File: config.mk
export PLATFORM = sky130hd
export DESIGN_NAME = square_wave_sequencer
export DESIGN_NICKNAME = d
export VERILOG_FILES = /design/src/rtl/square_wave_sequencer.sv
export SDC_FILE = /design/constraint.sdc
export NUM_CORES = 1
export LEC_CHECK = 0
export CAP_MARGIN = 20
export CORE_MARGIN = 2
export CORE_UTILIZATION = 25
export DETAILED_ROUTE_END_ITERATION = 8
export SLEW_MARGIN = 20
export SYNTH_ARGS = -nofsm -noshare
export SYNTH_HDL_FRONTEND = slang
export SYNTH_SLANG_ARGS = --single-unit
export TNS_END_PERCENT = 50
File: constraint.sdc
create_clock -name CLK -period 2.8 [get_ports CLK]
set_clock_uncertainty 0.15 [all_clocks]
set_input_delay 0.56 -clock CLK [delete_from_list [all_inputs] [get_ports CLK]]
set_output_delay 0.56 -clock CLK [all_outputs]
set_load 0.01 [all_outputs]
File: src/rtl/square_wave_sequencer.sv
// Steps a square wave generator through a table of (M, N) high/low settings, holding each entry for REPS periods.
// Optional wrap-around looping is enabled by defining SEQ_LOOP_EN (adds LOOP input and WRAP output).
module square_wave_sequencer #(
    parameter int B = 4,
    parameter int A = 2,
    parameter int R = 8
) (
    input  logic         CLK,
    input  logic         RST,
    input  logic         WE,
    input  logic [A-1:0] WADDR,
    input  logic [B-1:0] WM,
    input  logic [B-1:0] WN,
    input  logic [A-1:0] LAST,
    input  logic [R-1:0] REPS,
    input  logic         START,
    input  logic         STOP,
    input  logic         waveIn,
    output logic [B-1:0] M,
    output logic [B-1:0] N,
    output logic         GEN_RST,
    output logic         BUSY,
    output logic         DONE,
    output logic [A-1:0] IDX
`ifdef SEQ_LOOP_EN
   ,input  logic         LOOP,
    output logic         WRAP
`endif
);

    typedef enum logic [1:0] {IDLE, LOAD, PRIME, RUN} state_t;

    state_t       state, state_nx;
    logic [B-1:0] tbl_m [2**A];
    logic [B-1:0] tbl_n [2**A];
    logic [A-1:0] idx, last_q;
    logic [R-1:0] reps_q, count;
    logic [B-1:0] m_q, n_q;
    logic         wave_q;
    logic         done_q;
    logic [B-1:0] rd_m, rd_n;
    logic         skip, period_end, reps_hit, at_last, do_wrap, advance;

    assign rd_m       = tbl_m[idx];
    assign rd_n       = tbl_n[idx];
    assign skip       = (rd_m == '0) || (rd_n == '0);
    assign period_end = waveIn & ~wave_q;
    // reps_q is never zero, so the subtraction cannot wrap.
    assign reps_hit   = (count >= reps_q - R'(1));
    assign at_last    = (idx == last_q);

`ifdef SEQ_LOOP_EN
    logic wrap_q;
    assign do_wrap = LOOP & at_last;
    assign WRAP    = wrap_q;
`else
    assign do_wrap = 1'b0;
`endif

    // NOTE: sequential state uses non-blocking assignments so every register samples pre-edge values.
    always_ff @(posedge CLK) begin
        if (!RST) state <= IDLE;
        else      state <= state_nx;
    end

    // NOTE: defaults at the top of a combinational block keep every path assigned, so no latch is inferred.
    always_comb begin
        state_nx = state;
        advance  = 1'b0;
        case (state)
            IDLE:  if (START && !STOP) state_nx = LOAD;
            LOAD: begin
                if (STOP) begin
                    state_nx = IDLE;
                end else if (skip) begin
                    advance  = 1'b1;
                    state_nx = (at_last && !do_wrap) ? IDLE : LOAD;
                end else begin
                    state_nx = PRIME;
                end
            end
            PRIME: state_nx = STOP ? IDLE : RUN;
            RUN: begin
                if (STOP) begin
                    state_nx = IDLE;
                end else if (period_end && reps_hit) begin
                    advance  = 1'b1;
                    state_nx = (at_last && !do_wrap) ? IDLE : LOAD;
                end
            end
            default: state_nx = IDLE;
        endcase
    end

    always_comb begin
        GEN_RST = (state != RUN);
        BUSY    = (state != IDLE);
    end

    assign M    = m_q;
    assign N    = n_q;
    assign DONE = done_q;
    assign IDX  = idx;

    always_ff @(posedge CLK) begin
        if (!RST) begin
            // NOTE: the table is architecturally reset to zero, so it is built from flops, not a RAM macro.
            for (int i = 0; i < 2**A; i++) begin
                tbl_m[i] <= '0;
                tbl_n[i] <= '0;
            end
            idx    <= '0;
            last_q <= '0;
            reps_q <= R'(1);
            count  <= '0;
            m_q    <= '0;
            n_q    <= '0;
            wave_q <= 1'b1;
            done_q <= 1'b0;
`ifdef SEQ_LOOP_EN
            wrap_q <= 1'b0;
`endif
        end else begin
            if (WE) begin
                tbl_m[WADDR] <= WM;
                tbl_n[WADDR] <= WN;
            end

            // The generator restarts high, so the first RUN cycle must not look like a rising edge.
            wave_q <= (state == PRIME) ? 1'b1 : waveIn;
            done_q <= 1'b0;
`ifdef SEQ_LOOP_EN
            wrap_q <= 1'b0;
`endif

            case (state)
                IDLE: begin
                    if (START && !STOP) begin
                        last_q <= LAST;
                        reps_q <= (REPS == '0) ? R'(1) : REPS;
                        idx    <= '0;
                    end
                end
                LOAD: begin
                    if (!STOP && !skip) begin
                        m_q   <= rd_m;
                        n_q   <= rd_n;
                        count <= '0;
                    end
                end
                RUN: begin
                    if (!STOP && period_end && !reps_hit && count != '1)
                        count <= count + R'(1);
                end
                default: ;
            endcase

            if (advance) begin
                if (!at_last) begin
                    idx <= idx + A'(1);
                end else if (do_wrap) begin
                    idx <= '0;
`ifdef SEQ_LOOP_EN
                    wrap_q <= 1'b1;
`endif
                end else begin
                    done_q <= 1'b1;
                end
            end
        end
    end

endmodule

==> impl_metrics.env <==
export IMPL_outcome="finished clean"
export IMPL_post_route_util_pct=33.5
export IMPL_synth_xor_area_share_pct=2.21
export IMPL_crit_path_end_kind="register"
export IMPL_post_route_drc_count=0
export IMPL_tns_ns=0
export IMPL_grt_max_degree=47
export IMPL_cts_path_max_buffers=2
export IMPL_setup_violations=0
export IMPL_syn_area_sq_um=3170
export IMPL_final_nets=365
export IMPL_hold_buffers=0
export IMPL_synth_edf_count=32
export IMPL_io_buffer_count=38
export IMPL_startpoint_type="register"
export IMPL_fin_crit_ns=2.62
export IMPL_placed_cell_area_sq_um=3810
export IMPL_die_w_um=117
export IMPL_wl_met2_um=3350
export IMPL_yosysTopAreaCell="edfxtp_1"
export IMPL_cp_cell_sequence="inv_1 > ha_1 > nand2_1 > xor2_1 > ha_1 > and4_1 > a221oi_2 > buf_4 > nor2_1 > nor3_1 > o31a_1"
export IMPL_cts_max_level=3
export IMPL_coreArea_sq_um=12500
export IMPL_drtIter0Drc=119
export IMPL_finalCritPeriodShare_pct=93.4
export IMPL_syn_inst=278
export IMPL_holdCritPathClass="reg -> reg"
export IMPL_synthArstFlopShare_pct=0
export IMPL_finalWeightedCongestion=0.764
export IMPL_insertion_delay_ns=0.33
export IMPL_ioPinCount=39
export IMPL_drive_gt1_share_pct=14.1
export IMPL_slowest_delay_ns=0.40
export IMPL_synth_compound_area_share_pct=9.88
export IMPL_routed_wl_um=6850
export IMPL_first_global_vias=2176
export IMPL_grt_first_pass_wirelength_um=10900
export IMPL_synth_top_cell_area_share_pct=30.4
export IMPL_cp_top_family="simple AND/OR/NAND/NOR gates"
export IMPL_worstSetupPathType="reg -> reg"
export IMPL_leakage_uw=0.00151
export IMPL_vdd_drop_max_mv=0.249
export IMPL_cts_root_buf="clkbuf_16"
export IMPL_design_area_sq_um=4180
export IMPL_yosys_area_share_simple_pct=22.6
export IMPL_synth_nets=314
export IMPL_fmax_ghz=0.382
export IMPL_vias=2266
export IMPL_clk_pin_slew_ns=0.05
export IMPL_drt_met1_wl_um=3010
export IMPL_whs_ns=0.329
export IMPL_hpwl_um=5010
export IMPL_final_antenna_net_count=0
export IMPL_initial_core_util_pct=25.4
export IMPL_synthFlopType="edfxtp_1"
export IMPL_firstDrtPassIters=4
export IMPL_wl_per_cell_um=13.6
export IMPL_grt_usage_pct=10.7
export IMPL_cp_max_fo=11
export IMPL_critPathBufInv=2
export IMPL_grt_overflow_total=0
export IMPL_synthTopCellsByCount="dfxtp_1 (32), edfxtp_1 (32), nand2_1 (31), and2_1 (25), and3_1 (15)"
export IMPL_area_growth_synth_to_final_pct=32.1
export IMPL_dieHeight_um=117
export IMPL_cp_common_cell="ha_1"
export IMPL_synth_seq_area_share_pct=50.6
export IMPL_cts_buffers=9
export IMPL_wl_met3_um=361
export IMPL_fp_dieArea_sq_um=13600
export IMPL_rows=41
export IMPL_synth_seq_cells=64
export IMPL_finalHoldViolations=0
export IMPL_antenna_cells=0
export IMPL_highest_layer="met4"
export IMPL_synth_fa_ha_area_share_pct=3.95
export IMPL_postCtsSetupBuffers=0
export IMPL_worst_slew_pin_slew_ns=0.487
export IMPL_routed_via_density=4.49
export IMPL_synth_top_family_by_area="simple AND/OR/NAND/NOR gates"
export IMPL_synth_avg_cell_area_sq_um=11.4
export IMPL_yosys_warnings=0
export IMPL_crit_required_ns=2.92
export IMPL_power_density_nw_per_um2=628
export IMPL_synth_area_leaders="edfxtp_1 (30%), dfxtp_1 (20%), and2_1 (4.9%)"
export IMPL_cts_repair_resized=0
export IMPL_maxCapViolations=0
export IMPL_cts_tree="yes"
export IMPL_antenna_found_initial=0
export IMPL_slew_violations=0
export IMPL_clock_sinks=64
export IMPL_muxShareOfSynthArea_pct=8.77
export IMPL_slowest_stage="dfxtp_1"
export IMPL_synthDistinctLibCells=49
export IMPL_cp_data_arrival_time_ns=2.74
export IMPL_slew_headroom_pct=67.6
[layout by cell type (no fill, tap or decap), drive strengths merged, types with 4 or more instances in the layout]
cell	count
nand2	31
ha	10
a21boi	10
dfxtp	32
xor2	5
and3	15
o21ai	8
nand3	6
buf	13
nor3b	6
clkbuf	9
o221a	4
mux2i	9
nor2	11
and2	25
nor3	4
clkdlybuf4s50	38
bufinv	4
nand2b	6
edfxtp	32
nor2b	9
mux4	8
[state kept, by name (all words and copies together) (netlist names)]
| signal | cells |
|---|---|
| state | 2 |
| M | 4 |
| wave_q | 1 |
| last_q | 2 |
| reps_q | 8 |
| IDX | 2 |
| tbl_n | 16 |
| tbl_m | 16 |
| count | 8 |
| N | 4 |
| DONE | 1 |
[worst register-to-register path, stage by stage, from the launching register on]
cell,delay [ns]
dfxtp_1,0.40
inv_1,0.11
ha_1,0.25
nand2_1,0.09
xor2_1,0.19
ha_1,0.25
and4_1,0.21
a221oi_2,0.28
buf_4,0.24
nor2_1,0.07
nor3_1,0.19
o31a_1,0.16
[metrics by stage]
stage          cells  setup WS [ns]  power, uW
2_1_floorplan    278          0.128       1200
3_3_place_gp     490          0.151       1300
3_5_place_dp     490          0.110       1300
4_1_cts          505          0.102       2650
5_1_grt          505       -0.00495       2720
6_report         505          0.185       2630
[kinds of logic after synthesis]
family	Yosys count
DFF	64
adders and majority gates	10
buffers and inverters	14
xor gates and xnor gates	8
and+or+nand+nor	126
muxes	17
AOI/OAI and AO/OA	39
[final cells by class]
type	instances	area (sq um)
fill	1256	8290
sequential	64	1600
multi-input combinational	200	1520
timing repair buffer	51	478
clock buffer	9	225
tap	172	215
clock inverter	6	133
inverter	3	11.3
[final timing paths]
path	end	cells past startpoint	startpoint	slack, ns
min reg2reg	reps_q[7]$_SDFFE_PN0P_	2	reps_q[7]$_SDFFE_PN0P_	0.33
max reg2reg	state[1]$_SDFFE_PN0P_	11	reps_q[0]$_SDFFE_PN1P_	0.18
max	state[1]$_SDFFE_PN0P_	11	reps_q[0]$_SDFFE_PN1P_	0.18
min	reps_q[7]$_SDFFE_PN0P_	2	reps_q[7]$_SDFFE_PN0P_	0.33
[metal layers]
metal / GRT usage (%) / vias to the layer above
li1: - / 1128
met1: 12.7 / 1081
met2: 17.7 / 48
met3: 3.68 / 9
met4: 4.29 / 0
met5: 0 / -
[report_power, final]
part	internal (uW)	total (uW)	leakage (uW)	switching [uW]
combinational	112	227	0.000770	115
sequential	1030	1060	0.000571	23.9
clock	952	1340	0.000173	390
No activity file was read; power rests on OpenSTA's default activity.
==> RTL change: new RTL, same settings <==
Build with the macro `SEQ_LOOP_EN` defined.
--- a/src/rtl/square_wave_sequencer.sv
+++ b/src/rtl/square_wave_sequencer.sv
@@ -1,5 +1,7 @@
 // Steps a square wave generator through a table of (M, N) high/low settings, holding each entry for REPS periods.
 // Optional wrap-around looping is enabled by defining SEQ_LOOP_EN (adds LOOP input and WRAP output).
+`define SEQ_LOOP_EN
+
 module square_wave_sequencer #(
     parameter int B = 4,
     parameter int A = 2,
Ports: changed (added LOOP and WRAP); port bits go from 39 to 41. The function was not compared with the original's and may differ.
==> RTL change against the original RTL <==
Non-clock buffer count up 2; worst setup slack worse by 0.088 ns; total power down 8.0%; utilization shrank 0.23 points; sequential share of layout area up 0.61 points; synthesized area increased by 0.36%; sequential cell count increased by 1; final area is 0.27% lower; wire length rose by 6.3%; critical path type unchanged; count of clock-buffer cells in the layout unchanged; hold slack worse by 0.0021 ns.
==> RTL change: results (changes against the original RTL) <==
- The routed metal-1 wirelength came to 3510 µm (+16%).
- The count of input and output buffers is 40 (+5.3%).
- The area taken by flip-flops and latches is 1620 µm² (+1.3%).
- The arithmetic-cell share of the synthesized area counting full adders, half adders and majority gates is 3.94% (-0.014 points).
- Register share of the cell area: 39.0% (+0.61 points)
- Worst ir drop on vdd: 359 µV (+44%)
* Dominant cells by area after synthesis: sky130_fd_sc_hd__edfxtp_1, sky130_fd_sc_hd__dfxtp_1, sky130_fd_sc_hd__and2_1
- The placed wire-length estimate is 5350 µm (+6.8%).
- Outcome: finished clean
- The number of DRC markers after the initial detailed-route iteration was 84 (-29%).
- R2r worst-path depth: 6 (-5)
- The detailed-route vias per instance was 4.56 (+1.6%).
- The register-to-register path setup slack is 0.1 ns (-0.09 ns).
- Plain + repair buffers: 53 (+3.9%)
- Sequential cell count of the final layout: 65 (+1.6%)
- Maximum number of pins on one net before global-route repair: 26 (-45%)
- The portion of the post-synthesis area used by sequential elements is 51.0% (+0.45 points).
- Layout cells sized above 1: 12.0% (-2.2 points)
- Reported leakage power: 1.51 nW (-0.19%)
- Die area: 13,600 µm² (+0.34%)
* Fraction of met1 tracks used by global routing: 14.4% (+1.7 points)
- Number of detailed-routing iterations run before antenna repair: 5 (+1)
- Fraction of area in clock buffers and inverters: 7.23% (-1.3 points)
* Fill count: 1,272 (+1.3%)
- The area used by multi-input combinational logic was 1500 µm² (-0.99%).
* Non-clock inverters: 8 (+5)
- The endpoint identified for the worst register-to-register timing path is count[1].
* Worst slack, placed: -0.0209 ns (-0.131 ns)
* Routed wire length on met3: 309 µm (-14%)
- Non-clk buf share: 11.9% (+0.51 points)
[RTL change: worst max-delay path, cell delays in order, from the launching register on]
cell	delay, ns
sky130_fd_sc_hd__dfxtp_1	0.43
sky130_fd_sc_hd__buf_4	0.22
sky130_fd_sc_hd__mux4_1	0.64
sky130_fd_sc_hd__or4_4	0.46
sky130_fd_sc_hd__and3_4	0.26
sky130_fd_sc_hd__a21oi_4	0.23
sky130_fd_sc_hd__mux2i_1	0.23
[RTL change: worst max-delay path by stage]
stage                    from  endpoint  slack (ns)  cells past startpoint
floorplan           reps_q[2]  count[2]        0.10                      9
global placement    reps_q[2]  count[2]        0.03                      9
detailed placement  reps_q[2]  count[2]       -0.02                      9
CTS                 reps_q[2]  count[2]        0.01                      9
global route        reps_q[2]  count[2]       0.001                      9
finish                 IDX[0]  count[1]         0.1                      6
[RTL change: timing repair]
action / in CTS / in global routing
pin swaps: 0 / 3
setup endpoints to repair: 3 / 14
gates resized for setup: 1 / 7
endpoints found under the hold margin: 0 / 0
hold buffers: 0 / 0
